===== src/rtl/t03_lsu_pkg.sv =====
// Shared types and helpers for the t03 load/store unit: FSM state, funct3 encodings,
// byte-lane select and access legality.
package t03_lsu_pkg;

  typedef enum logic [1:0] {
    IDLE = 2'd0,
    REQ  = 2'd1,
    DONE = 2'd2
  } lsu_state_t;

  localparam logic [2:0] F3_B  = 3'b000;
  localparam logic [2:0] F3_H  = 3'b001;
  localparam logic [2:0] F3_W  = 3'b010;
  localparam logic [2:0] F3_BU = 3'b100;
  localparam logic [2:0] F3_HU = 3'b101;

  // size is funct3[1:0]: 00 byte, 01 half, 10 word.
  function automatic logic [3:0] lsu_sel(input logic [1:0] size, input logic [1:0] offset);
    logic [3:0] sel;
    case (size)
      2'b00:   sel = 4'b0001 << offset;
      2'b01:   sel = 4'b0011 << offset;
      default: sel = 4'b1111;
    endcase
    return sel;
  endfunction

  function automatic logic lsu_access_ok(input logic is_load, input logic [2:0] f3,
                                         input logic [1:0] offset);
    logic legal;
    logic aligned;
    case (f3)
      F3_B, F3_H, F3_W: legal = 1'b1;
      F3_BU, F3_HU:     legal = is_load;
      default:          legal = 1'b0;
    endcase
    case (f3[1:0])
      2'b01:   aligned = ~offset[0];
      2'b10:   aligned = (offset == 2'b00);
      default: aligned = 1'b1;
    endcase
    return legal & aligned;
  endfunction

endpackage


===== src/rtl/t03_load_formatter.sv =====
// Combinational load-data formatter: picks the addressed byte/half from the bus word and
// sign- or zero-extends it according to funct3.
module t03_load_formatter
  import t03_lsu_pkg::*;
(
  input  logic [31:0] i_mem_rdata,
  input  logic [2:0]  i_funct3,
  input  logic [1:0]  i_offset,
  output logic [31:0] o_data
);

  logic [7:0]  w_byte;
  logic [15:0] w_half;

  always_comb begin
    w_byte = 8'h00;
    case (i_offset)
      2'd0:    w_byte = i_mem_rdata[7:0];
      2'd1:    w_byte = i_mem_rdata[15:8];
      2'd2:    w_byte = i_mem_rdata[23:16];
      default: w_byte = i_mem_rdata[31:24];
    endcase
  end

  assign w_half = i_offset[1] ? i_mem_rdata[31:16] : i_mem_rdata[15:0];

  always_comb begin
    o_data = i_mem_rdata;
    case (i_funct3)
      F3_B:    o_data = {{24{w_byte[7]}}, w_byte};
      F3_H:    o_data = {{16{w_half[15]}}, w_half};
      F3_BU:   o_data = {24'h000000, w_byte};
      F3_HU:   o_data = {16'h0000, w_half};
      default: o_data = i_mem_rdata;
    endcase
  end

endmodule


===== src/rtl/t03_load_store_unit.sv =====
// Load/store unit: one req/ack bus transaction per load/store, freezes the core meanwhile.
// Define T03_LSU_TIMEOUT_EN to abort a transaction after TIMEOUT_CYCLES un-acked REQ cycles.
module t03_load_store_unit
  import t03_lsu_pkg::*;
#(
  parameter int unsigned TIMEOUT_CYCLES = 255
) (
  input  logic        clk,
  input  logic        nrst,
  input  logic        read_req,
  input  logic        write_req,
  input  logic [2:0]  funct3,
  input  logic [31:0] addr,
  input  logic [31:0] store_data,
  input  logic [31:0] mem_rdata,
  input  logic        mem_ack,
  output logic [31:0] mem_addr,
  output logic [31:0] mem_wdata,
  output logic [3:0]  mem_sel,
  output logic        mem_read,
  output logic        mem_write,
  output logic [31:0] load_data,
  output logic        freeze,
  output logic        fault,
  output logic        busy_err
);

  lsu_state_t  r_state;
  lsu_state_t  w_state_next;

  logic [31:0] r_mem_addr;
  logic [31:0] r_mem_wdata;
  logic [3:0]  r_mem_sel;
  logic        r_mem_read;
  logic        r_mem_write;
  logic [31:0] r_load_data;
  logic        r_fault;
  logic [2:0]  r_funct3;
  logic [1:0]  r_offset;
  logic        r_is_load;

  logic        w_single;
  logic        w_ok;
  logic        w_timeout;
  logic [31:0] w_wdata;
  logic [31:0] w_fmt;

  assign w_single = read_req ^ write_req;
  assign w_ok     = lsu_access_ok(read_req, funct3, addr[1:0]);

  always_comb begin
    w_wdata = store_data;
    case (funct3[1:0])
      2'b00:   w_wdata = {4{store_data[7:0]}};
      2'b01:   w_wdata = {2{store_data[15:0]}};
      default: w_wdata = store_data;
    endcase
  end

`ifdef T03_LSU_TIMEOUT_EN
  localparam int unsigned CntW = (TIMEOUT_CYCLES > 255) ? $clog2(TIMEOUT_CYCLES + 1) : 8;

  logic [CntW-1:0] r_wait_cnt;

  // Counter is zero on every REQ entry because it is held clear outside REQ.
  always_ff @(posedge clk or negedge nrst) begin
    if (!nrst) begin
      r_wait_cnt <= '0;
    end else if (r_state != REQ) begin
      r_wait_cnt <= '0;
    end else if (!mem_ack) begin
      r_wait_cnt <= r_wait_cnt + 1'b1;
    end
  end

  assign w_timeout = (r_state == REQ) && !mem_ack &&
                     ((32'(r_wait_cnt) + 32'd1) == TIMEOUT_CYCLES);
`else
  assign w_timeout = 1'b0;

  // TIMEOUT_CYCLES only matters when the timeout is built in.
  if (TIMEOUT_CYCLES == 0) begin : g_timeout_unused
  end
`endif

  t03_load_formatter u_formatter (
    .i_mem_rdata (mem_rdata),
    .i_funct3    (r_funct3),
    .i_offset    (r_offset),
    .o_data      (w_fmt)
  );

  always_ff @(posedge clk or negedge nrst) begin
    if (!nrst) begin
      r_state <= IDLE;
    end else begin
      r_state <= w_state_next;
    end
  end

  always_comb begin
    w_state_next = r_state;
    case (r_state)
      IDLE: begin
        if (w_single) begin
          w_state_next = w_ok ? REQ : DONE;
        end
      end
      REQ: begin
        if (mem_ack || w_timeout) begin
          w_state_next = DONE;
        end
      end
      DONE:    w_state_next = IDLE;
      default: w_state_next = IDLE;
    endcase
  end

  // freeze is combinational in IDLE so the issuing instruction is held the same cycle.
  always_comb begin
    freeze   = 1'b0;
    busy_err = 1'b0;
    case (r_state)
      IDLE: begin
        freeze   = w_single;
        busy_err = read_req & write_req;
      end
      REQ:     freeze = 1'b1;
      default: freeze = 1'b0;
    endcase
  end

  always_ff @(posedge clk or negedge nrst) begin
    if (!nrst) begin
      r_mem_addr  <= '0;
      r_mem_wdata <= '0;
      r_mem_sel   <= '0;
      r_mem_read  <= 1'b0;
      r_mem_write <= 1'b0;
      r_load_data <= '0;
      r_fault     <= 1'b0;
      r_funct3    <= '0;
      r_offset    <= '0;
      r_is_load   <= 1'b0;
    end else begin
      r_fault <= 1'b0;
      case (r_state)
        IDLE: begin
          if (w_single) begin
            if (w_ok) begin
              r_mem_addr  <= {addr[31:2], 2'b00};
              r_mem_sel   <= lsu_sel(funct3[1:0], addr[1:0]);
              r_mem_wdata <= w_wdata;
              r_funct3    <= funct3;
              r_offset    <= addr[1:0];
              r_is_load   <= read_req;
              r_mem_read  <= read_req;
              r_mem_write <= write_req;
            end else begin
              r_fault     <= 1'b1;
              r_load_data <= '0;
            end
          end
        end
        REQ: begin
          if (mem_ack) begin
            r_mem_read  <= 1'b0;
            r_mem_write <= 1'b0;
            if (r_is_load) begin
              r_load_data <= w_fmt;
            end
          end else if (w_timeout) begin
            r_mem_read  <= 1'b0;
            r_mem_write <= 1'b0;
            r_fault     <= 1'b1;
            r_load_data <= '0;
          end
        end
        default: ;
      endcase
    end
  end

  assign mem_addr  = r_mem_addr;
  assign mem_wdata = r_mem_wdata;
  assign mem_sel   = r_mem_sel;
  assign mem_read  = r_mem_read;
  assign mem_write = r_mem_write;
  assign load_data = r_load_data;
  assign fault     = r_fault;

endmodule

===== config.mk =====
export PLATFORM = sky130hd
export DESIGN_NAME = t03_load_store_unit
export DESIGN_NICKNAME = d
export VERILOG_FILES = /design/src/rtl/t03_lsu_pkg.sv /design/src/rtl/t03_load_formatter.sv /design/src/rtl/t03_load_store_unit.sv
export SDC_FILE = /design/constraint.sdc
export NUM_CORES = 1
export LEC_CHECK = 0
export ABC_AREA = 0
export BUFFER_PORTS_ARGS = -buffer_cell sky130_fd_sc_hd__buf_2
export CORE_UTILIZATION = 26
export CTS_BUF_LIST = sky130_fd_sc_hd__clkbuf_8
export DETAILED_ROUTE_END_ITERATION = 12
export GPL_TIMING_DRIVEN = 0
export HOLD_SLACK_MARGIN = 0.15
export PLACE_DENSITY = 0.57
export SETUP_SLACK_MARGIN = 0.2
export SYNTH_ARGS = -nofsm -noshare
export SYNTH_HDL_FRONTEND = slang
export SYNTH_SLANG_ARGS = --single-unit

===== constraint.sdc =====
create_clock -name clk -period 3.36 [get_ports clk]
set_input_delay 0.336 -clock clk [delete_from_list [all_inputs] [get_ports clk]]
set_output_delay 0.336 -clock clk [all_outputs]
set_load 0.01 [all_outputs]

# After elaboration in Yosys (flattened, before gate mapping)
# Cells that the tools add are included.
[totals]
reg_bits = 109
input_bits = 104
elab_cells = 75
out_inout_bits = 105
[op_classes]
shifts = 2
mux = 28
bitwise_logic = 4
eq_ne = 17
n_reduce_logical = 13
[op_table]
columns = ["operator", "count"]
rows = [
  ["32-bit two-way mux", 4],
  ["32-bit one-hot mux with 2 select lines", 2],
  ["32-bit one-hot mux with 4 select lines", 1],
  ["8-bit one-hot mux with 3 select lines", 1],
  ["16-bit two-way mux", 1],
  ["3-bit == test (second input constant)", 4],
  ["2-bit inequality test (second input constant)", 5],
  ["1-bit one-hot mux with 2 select lines", 5],
  ["1-bit two-way mux", 9],
  ["2-bit zero test", 4],
  ["4-bit one-hot mux with 2 select lines", 1],
  ["2-bit by 1-bit == test with 1-bit output (second input constant)", 3],
  ["3-bit by 1-bit == test with 1-bit output (second input constant)", 2],
  ["3-bit zero test", 2],
  ["2-bit two-way mux", 3],
  ["5-bit AND reduction", 1],
  ["2-bit == test (second input constant)", 2],
  ["2-bit one-hot mux with 2 select lines", 1],
  ["4-bit AND reduction", 1],
  ["1-bit by 2-bit << shifter with 4-bit output (first input constant)", 1],
  ["2-bit by 2-bit << shifter with 4-bit output (first input constant)", 1],
  ["3-bit by 2-bit == test with 1-bit output (second input constant)", 1],
  ["3-bit AND reduction", 1],
  ["3-bit OR reduction", 1],
  ["other kinds (6)", 7],
]

# Logic depth before layout (Yosys ltp)
# Gate-level depths: netlist of the first run.
[depth]
word_depth = 7
mapped_depth = 10
mapped_depth_nobuf = 7

# Cells and area by module
# Synthesis of the first run repeated with hierarchy kept, for this count alone.
[hier_totals]
cells_unflattened = 540
hier_area_um2 = 5615.4
[modules_own_cells]
columns = ["mod", "seq_area_each_um2", "cells_per_inst", "n_inst", "area_each_um2"]
rows = [
  ["t03_load_store_unit", 2727.6, 409, 1, 4892.2],
  ["t03_load_formatter", 0.0, 131, 1, 723.2],
]

# Least setup slack after synthesis of the first run
# No wires, ideal clock.
[synth_timing]
path_type = "input -> register"
start = "in funct3[0]"
end = "reg r_mem_wdata[3] (netlist: mem_wdata[3])"
setup_slack_ps = 1279
n_path_buf = 2
t_arrival_ps = 1956
setup_ps = 125
stages = 8
required_time_ps = 3235
path_cell_list = "inv_1 > ha_1 > inv_2 > o311a_4 > or3_4 > buf_6 > buf_12 > mux2_4"
[synth_between]
elab_chain_cells = 5
word_cells_on_any_way = 13
classes_between = "eq/ne: 6; mux: 2; bitwise: 1; reduce/logical: 4"
[synth_rtl]
columns = ["item", "line", "rtl"]
rows = [
  ["from (decl)", "t03_load_store_unit.sv:12", "input logic [2:0] funct3,"],
  ["3-bit by 1-bit == test with 1-bit output, or another cell as far along", "t03_lsu_pkg.sv:32", "case (f3)"],
  ["3-bit OR reduction / 2-bit OR reduction (equally long branches)", "t03_lsu_pkg.sv:32", ""],
  ["1-bit one-hot mux with 2 select lines", "t03_lsu_pkg.sv:32", ""],
  ["1-bit bitwise AND (*)", "t03_lsu_pkg.sv:42", "return legal & aligned;"],
  ["3-bit AND reduction (no line) (*)", "-", ""],
  ["to (signal assigned)", "t03_load_store_unit.sv:153", "r_mem_wdata <= w_wdata;"],
  ["to (decl)", "t03_load_store_unit.sv:32", "logic [31:0] r_mem_wdata;"],
]
# Every way passes the cells marked *; elsewhere a longest branch is shown, timed or not.
# A chain may end at the register's enable or synchronous reset.

# Final worst setup path of the first run
[layout_timing]
start = "reg r_state[0]"
end = "reg r_mem_wdata[20] (netlist: mem_wdata[20])"
[layout_between]
elab_chain_cells = 2
[layout_rtl]
columns = ["item", "line", "rtl"]
rows = [
  ["from (decl)", "t03_load_store_unit.sv:28", "lsu_state_t r_state;"],
  ["from (signal assigned)", "t03_load_store_unit.sv:97", "r_state <= w_state_next;"],
  ["2-bit zero test", "t03_load_store_unit.sv:147", "case (r_state)"],
  ["3-bit AND reduction (no line)", "-", ""],
]
# Every way passes these cells.

==> results of run 1 <==
-- Yosys cell counts, types with 3 or more instances --
cell	n
mux2_1	3
dfrtp_1	109
a22o_1	8
nand2_1	68
buf_4	3
mux2_2	70
o221ai_1	6
o21a_1	8
ha_1	4
buf_2	11
a32o_1	7
or3_1	6
nand2b_1	5
o211ai_1	17
mux2i_1	12
a21oi_1	12
clkbuf_1	11
nor2_1	8
o22ai_1	8
mux2_4	8
o21ai_0	13
a22oi_1	8
inv_1	7
-- power breakdown --
| part | total, W | internal, W | switching, W |
|---|---|---|---|
| Sequential | 0.00210 | 0.00182 | 0.000280 |
| Clock | 0.000993 | 0.000501 | 0.000492 |
| Combinational | 0.00203 | 0.000981 | 0.00105 |
| Total | 0.00512 | 0.00330 | 0.00182 |
-- routing by layer --
| metal | vias up | track usage [%] | part of all wire, % |
|---|---|---|---|
| met5 | - | 0 | 0 |
| met3 | 14 | 3.97 | 7.3 |
| met1 | 2142 | 19.3 | 44 |
| li1 | 2089 | - | - |
| met2 | 167 | 24.9 | 47 |
| met4 | 0 | 4.93 | 1.7 |
-- worst max-delay path, cell delays in order (launching register included) --
cell and delay [ns]:
dfrtp_1 0.47, nor2_1 0.24, nand2_1 0.18, nor3_4 0.41
buf_2 0.41, mux2_2 0.37
-- per-stage QoR --
stage          cell area [um2]  utilization [%]  worst slack (ns)  hold slack [ns]  instances
2_1_floorplan             5250                -              1.28           0.0404        446
3_3_place_gp              6600             33.7             0.489            0.465        916
3_5_place_dp              6640             33.9             0.645            0.304        917
4_1_cts                   7100             36.3              1.06            0.154        955
5_1_grt                   7100             36.3             0.963            0.162        955
6_report                  7100             36.3              1.16            0.181        955
-- path summary, 6_finish.rpt --
| check | start | endpoint | slack [ns] |
|---|---|---|---|
| setup / recovery | r_state[0]$_DFFE_PN0P_ | mem_wdata[20]$_DFFE_PN0P_ | 1.16 |
| hold / removal | addr[29] | mem_addr[29]$_DFFE_PN0P_ | 0.18 |
| setup reg to reg | r_state[0]$_DFFE_PN0P_ | mem_wdata[20]$_DFFE_PN0P_ | 1.16 |
| hold reg to reg | mem_sel[1]$_DFFE_PN0P_ | mem_sel[1]$_DFFE_PN0P_ | 0.50 |
| max in group asynchronous | nrst | mem_addr[27]$_DFFE_PN0P_ | 2.24 |
| min in group asynchronous | nrst | load_data[0]$_DFFE_PN0P_ | 0.44 |
-- what timing repair did --
action	CTS	global route
hold endpoints to repair	68	0
buffers inserted	0	0
hold buffers	22	0
-- area by class of cell --
type / instances / area [um2]
fill: 2006 / 12500
sequential: 109 / 2730
multi-input combinational: 297 / 2320
timing repair buffer: 228 / 1280
tap: 265 / 332
buffer: 30 / 163
clock buffer: 9 / 124
clock inverter: 7 / 121
inverter: 10 / 37.5
-- sequential cells by signal (all words and copies together), names as in the netlist --
signal,cells
r_offset,2
load_data,32
r_is_load,1
mem_write,1
r_funct3,3
fault,1
r_state,2
mem_read,1
mem_wdata,32
mem_sel,4
mem_addr,30
-- kinds of logic (layout without fill, tap and decap cells) --
group / after synthesis / in the layout / share of synthesized area [%]
and+or+nand+nor: 100 / 100 / 8.81
adders and majority gates: 4 / 4 / 0.955
DFF: 109 / 109 / 52.0
AOI/OAI and AO/OA: 98 / 98 / 14.0
other: 1 / 2 / 0.0715
muxes: 93 / 93 / 20.3
buffers and inverters: 40 / 284 / 3.82
==> reports/metrics.cfg, run 1 <==
[worst_setup_path]
path_class=reg -> reg
cp-start-kind=flop
arrival_ns=2.47
r2r_cells=5
critPathMaxFanout=10
critPathRequiredTime_ns=3.63
cp-end-kind=flop

[clock_network]
tritoncts=built
cts_buffer_depth=2
post_cts_resized=0
cts.sinks=109
cts_buffers=9
cts.clk_slew.worst_paths_ns=0.11
cts-root-buf=clkbuf_8
htreeDepth=3
clock_latency_ns=0.39

[logic_synthesis]
synth_edf_count=0
synth_top_area_share_pct=52.0
async_reset_ff_share_pct=100
synth.cell_area_um2=5240
synth_cell_type_count=50
synth_seq_area_share_pct=52.0
avgSynthCellArea_um2=11.8
synth_flop_cell=dfrtp_1
yosys.area.top_type=dfrtp_1
syn_inst=445
yosys_warnings=0
ys_ff_latch=109
ys_top_cells_by_area=dfrtp_1 52%, mux2_2 15%, nand2_1 4.9%

[timing]
setup_violations=0
tightest_slew_ns=0.672
period_needed_ns=2.20
period_share_pct=65.5
fin_tns_setup_ns=0
fin_worst_skew_ns=0.0120
timing.fmax_mhz=455
hold_viol_final=0
slew_violations=0
slew_headroom_pct=54.6
rsz0062_at_grt=false

[place]
dp_hpwl_um=11500
gp_congestion=0.827
portBuffers=205

[route]
drt_drc_violations_left=0
routed_wl_um=15700
vias_per_cell=4.62
first_iter_violations=138
ant_nets=0
wl_per_cell_um=16.5
vias=4412
first_pass_iters=4

[die]
die_w_um=144
num_rows=51
dieArea_um2=20700
core_um2=19600
start_util_pct=26.8
die_y_um=144
pin_count=209

[power]
p_leak_nw=3.45
power.total_w=0.00512
peakVddDrop_mv=0.365
power.density_nw_per_um2=721

[finish]
nets=793
final_layout_size_suffix_gt1_share_pct=47.8
final_cell_mix=215 x buf_2, 109 x dfrtp_1, 70 x mux2_2, 68 x nand2_1, 22 x dlygate4sd3_1
syn2layout_area_growth_pct=35.5
antenna_cells=0
final_common_cell=buf_2

[grt]
grt_max_degree=63
grt_overflow_total=0
track_usage_pct=15.2
antenna_found_initial=0
grt_pass1_wl_um=23800
grt_pass1_vias=4351

[min_path]
whs_path_depth=2
hp-class=in -> reg

[status]
status=completed

[flow_run]
timing.max_cap.violations=0

(Power assumes the default switching activity.)
==> run 2, diff against run 1 <==
- PLACE_DENSITY: 0.57 -> 0.59
- clock period: 3.36 -> 1.76 ns (I/O delays scaled with it)
==> run 2 against run 1 <==
Register-to-register slack lost 1.1 ns; first-iteration DRC count rose by 72%; cell area is 24% higher; sequential cell count is the same; final cell count increased by 12%; critical path type unchanged; fmax is 29% higher; via count rose by 12%; core utilization up 8.8 points; critical endpoint is now r_offset[0]$_DFFE_PN0P_; wire length grew 14%; non-clock buffer count increased by 117; combinational power grew to 2.5 times the previous value; setup slack lost 1.1 ns.
==> reports/metrics.cfg, run 2 (synthesis results as in run 1) <==
[finish]
ff_latch_area_um2=2730
final_cell_mix=204 x buf_2, 107 x dfrtp_1, 100 x dlygate4sd3_1, 67 x nand2_1, 55 x mux2_4
design_area_um2=8830
multi_input_area_um2=2660
final_common_cell=buf_2
final_layout_size_suffix_gt1_share_pct=50.7
syn2layout_area_growth_pct=68.5
nets=910
fill_cells=1815

[worst_setup_path]
r2r_start=r_state[1]$_DFFE_PN0P_
cp-start-kind=flop
critPathMaxFanout=5
r2r_cells=6
ff2ff_setup_slack_ns=0.06
path_class=reg -> reg
critPathRequiredTime_ns=2.03
r2r-end=r_offset[0]$_DFFE_PN0P_
arrival_ns=1.96
cp-end-kind=flop

[clock_network]
htreeDepth=3
cts.sinks=109
cts-root-buf=clkbuf_8
cts_buffer_depth=2
clock_latency_ns=0.39
cts.clk_slew.worst_paths_ns=0.11
tritoncts=built
cts_buffers=9

[timing]
setup_violations=0
tightest_slew_ns=0.586
fin_tns_setup_ns=0
rsz0062_at_grt=true
timing.fmax_mhz=589
slew_violations=0
hold_viol_final=0
period_share_pct=96.5
slew_headroom_pct=60.9
whs_ns=0.167
fin_worst_skew_ns=0.0200
period_needed_ns=1.70

[route]
wl_per_cell_um=16.7
vias=4953
routed_wl_um=17900
ant_nets=0
drt_drc_violations_left=0
first_pass_iters=4
vias_per_cell=4.62
first_iter_violations=238

[die]
die_y_um=144
core_um2=19600
start_util_pct=26.8
pin_count=209
num_rows=51
die_w_um=144
dieArea_um2=20700

[min_path]
hold_start=addr[1]
worstHoldEndpoint=r_offset[1]$_DFFE_PN0P_
hp-class=in -> reg
whs_path_depth=3

[grt]
track_usage_pct=16.9
grt_pass1_wl_um=26800
grtUsageMet2_pct=29.0
met3_usage_pct=3.84
grt_max_degree=64
grt_overflow_total=0
grt_pass1_vias=5119
met1_usage_pct=20.7
antenna_found_initial=1
top_usage_layer=met2

[place]
place_area_um2=6790
portBuffers=205
dp_hpwl_um=11500
gp_congestion=0.803

[power]
peakVddDrop_mv=0.745
p_leak_nw=4.21
power.density_nw_per_um2=1210

[flow_run]
timing.max_cap.violations=0

[status]
status=completed

[run 2: cell types whose count changed in the layout (fill, tap and decap cells not counted), sizes merged]
| cell | before | now |
|---|---|---|
| dlygate4sd3 | 22 | 100 |
| buf | 224 | 261 |
| clkbuf | 21 | 25 |
| bufinv | 3 | 0 |
| clkinvlp | 0 | 3 |
| clkinv | 3 | 2 |
| diode | 0 | 1 |
| inv | 11 | 10 |
[run 2: layout make-up]
cell class	instances	share of cell area [%]
Timing Repair Buffer	345	28.8
Multi-Input combinational cell	297	30.1
Tap cell	265	3.75
Clock inverter	5	0.467
Clock buffer	11	1.71
Buffer	30	3.26
Antenna cell	1	0.0283
Inverter	10	0.921
Sequential cell	109	30.9
[run 2: where the power goes]
part           switching (W)  internal (W)
Sequential          0.000567       0.00347
Combinational        0.00235       0.00276
Clock               0.000934      0.000607
Total                0.00385       0.00684
[run 2: critical path: stages (launching register included)]
cell and delay (ns):
dfrtp_1 0.45, nor2_4 0.14, nand2_4 0.08, or3_4 0.33
buf_6 0.15, buf_12 0.14, mux2_4 0.29
[run 2: per-layer routing]
| layer | wire length [um] | up-vias |
|---|---|---|
| met5 | 0 | - |
| met4 | 394 | 0 |
| met3 | 892 | 30 |
| met2 | 8940 | 168 |
| met1 | 7700 | 2431 |
| li1 | - | 2324 |
[run 2: timing repair]
item | CTS | global route
endpoints found under the hold margin | 164 | 0
gates cloned | 3 | 5
gates resized for setup | 84 | 45
buffers inserted | 29 | 2
pin swaps | 16 | 9
endpoints found under the setup margin | 109 | 109
hold buffers | 100 | 0
[run 2: per-stage QoR]
| stage | util (%) | std cells | setup WS (ns) | power [W] |
|---|---|---|---|---|
| 6_report | 45.1 | 1073 | 0.0610 | 0.0107 |
| 5_1_grt | 45.1 | 1073 | 0.0216 | 0.0113 |
| 3_5_place_dp | 34.7 | 917 | -0.692 | 0.00804 |
| 3_3_place_gp | 34.5 | 916 | -0.923 | 0.00798 |
| 4_1_cts | 43.7 | 1065 | 0.0718 | 0.0104 |
| 2_1_floorplan | - | 446 | -0.00353 | 0.00638 |
[run 2: how the worst max path moves through the flow]
stage                                 startpoint                        end  slack, ns  cells after the start
after global placement                      nrst  load_data[20]$_DFFE_PN0P_      -0.92                      1
final                     r_state[1]$_DFFE_PN0P_    r_offset[0]$_DFFE_PN0P_       0.06                      6
after detailed placement               funct3[1]  load_data[31]$_DFFE_PN0P_      -0.69                      9
after floorplan                        funct3[1]   mem_wdata[3]$_DFFE_PN0P_     -0.004                      9
after global routing      r_state[1]$_DFFE_PN0P_   mem_wdata[6]$_DFFE_PN0P_       0.02                      6
after CTS                 r_state[0]$_DFFE_PN0P_  load_data[24]$_DFFE_PN0P_       0.07                      8
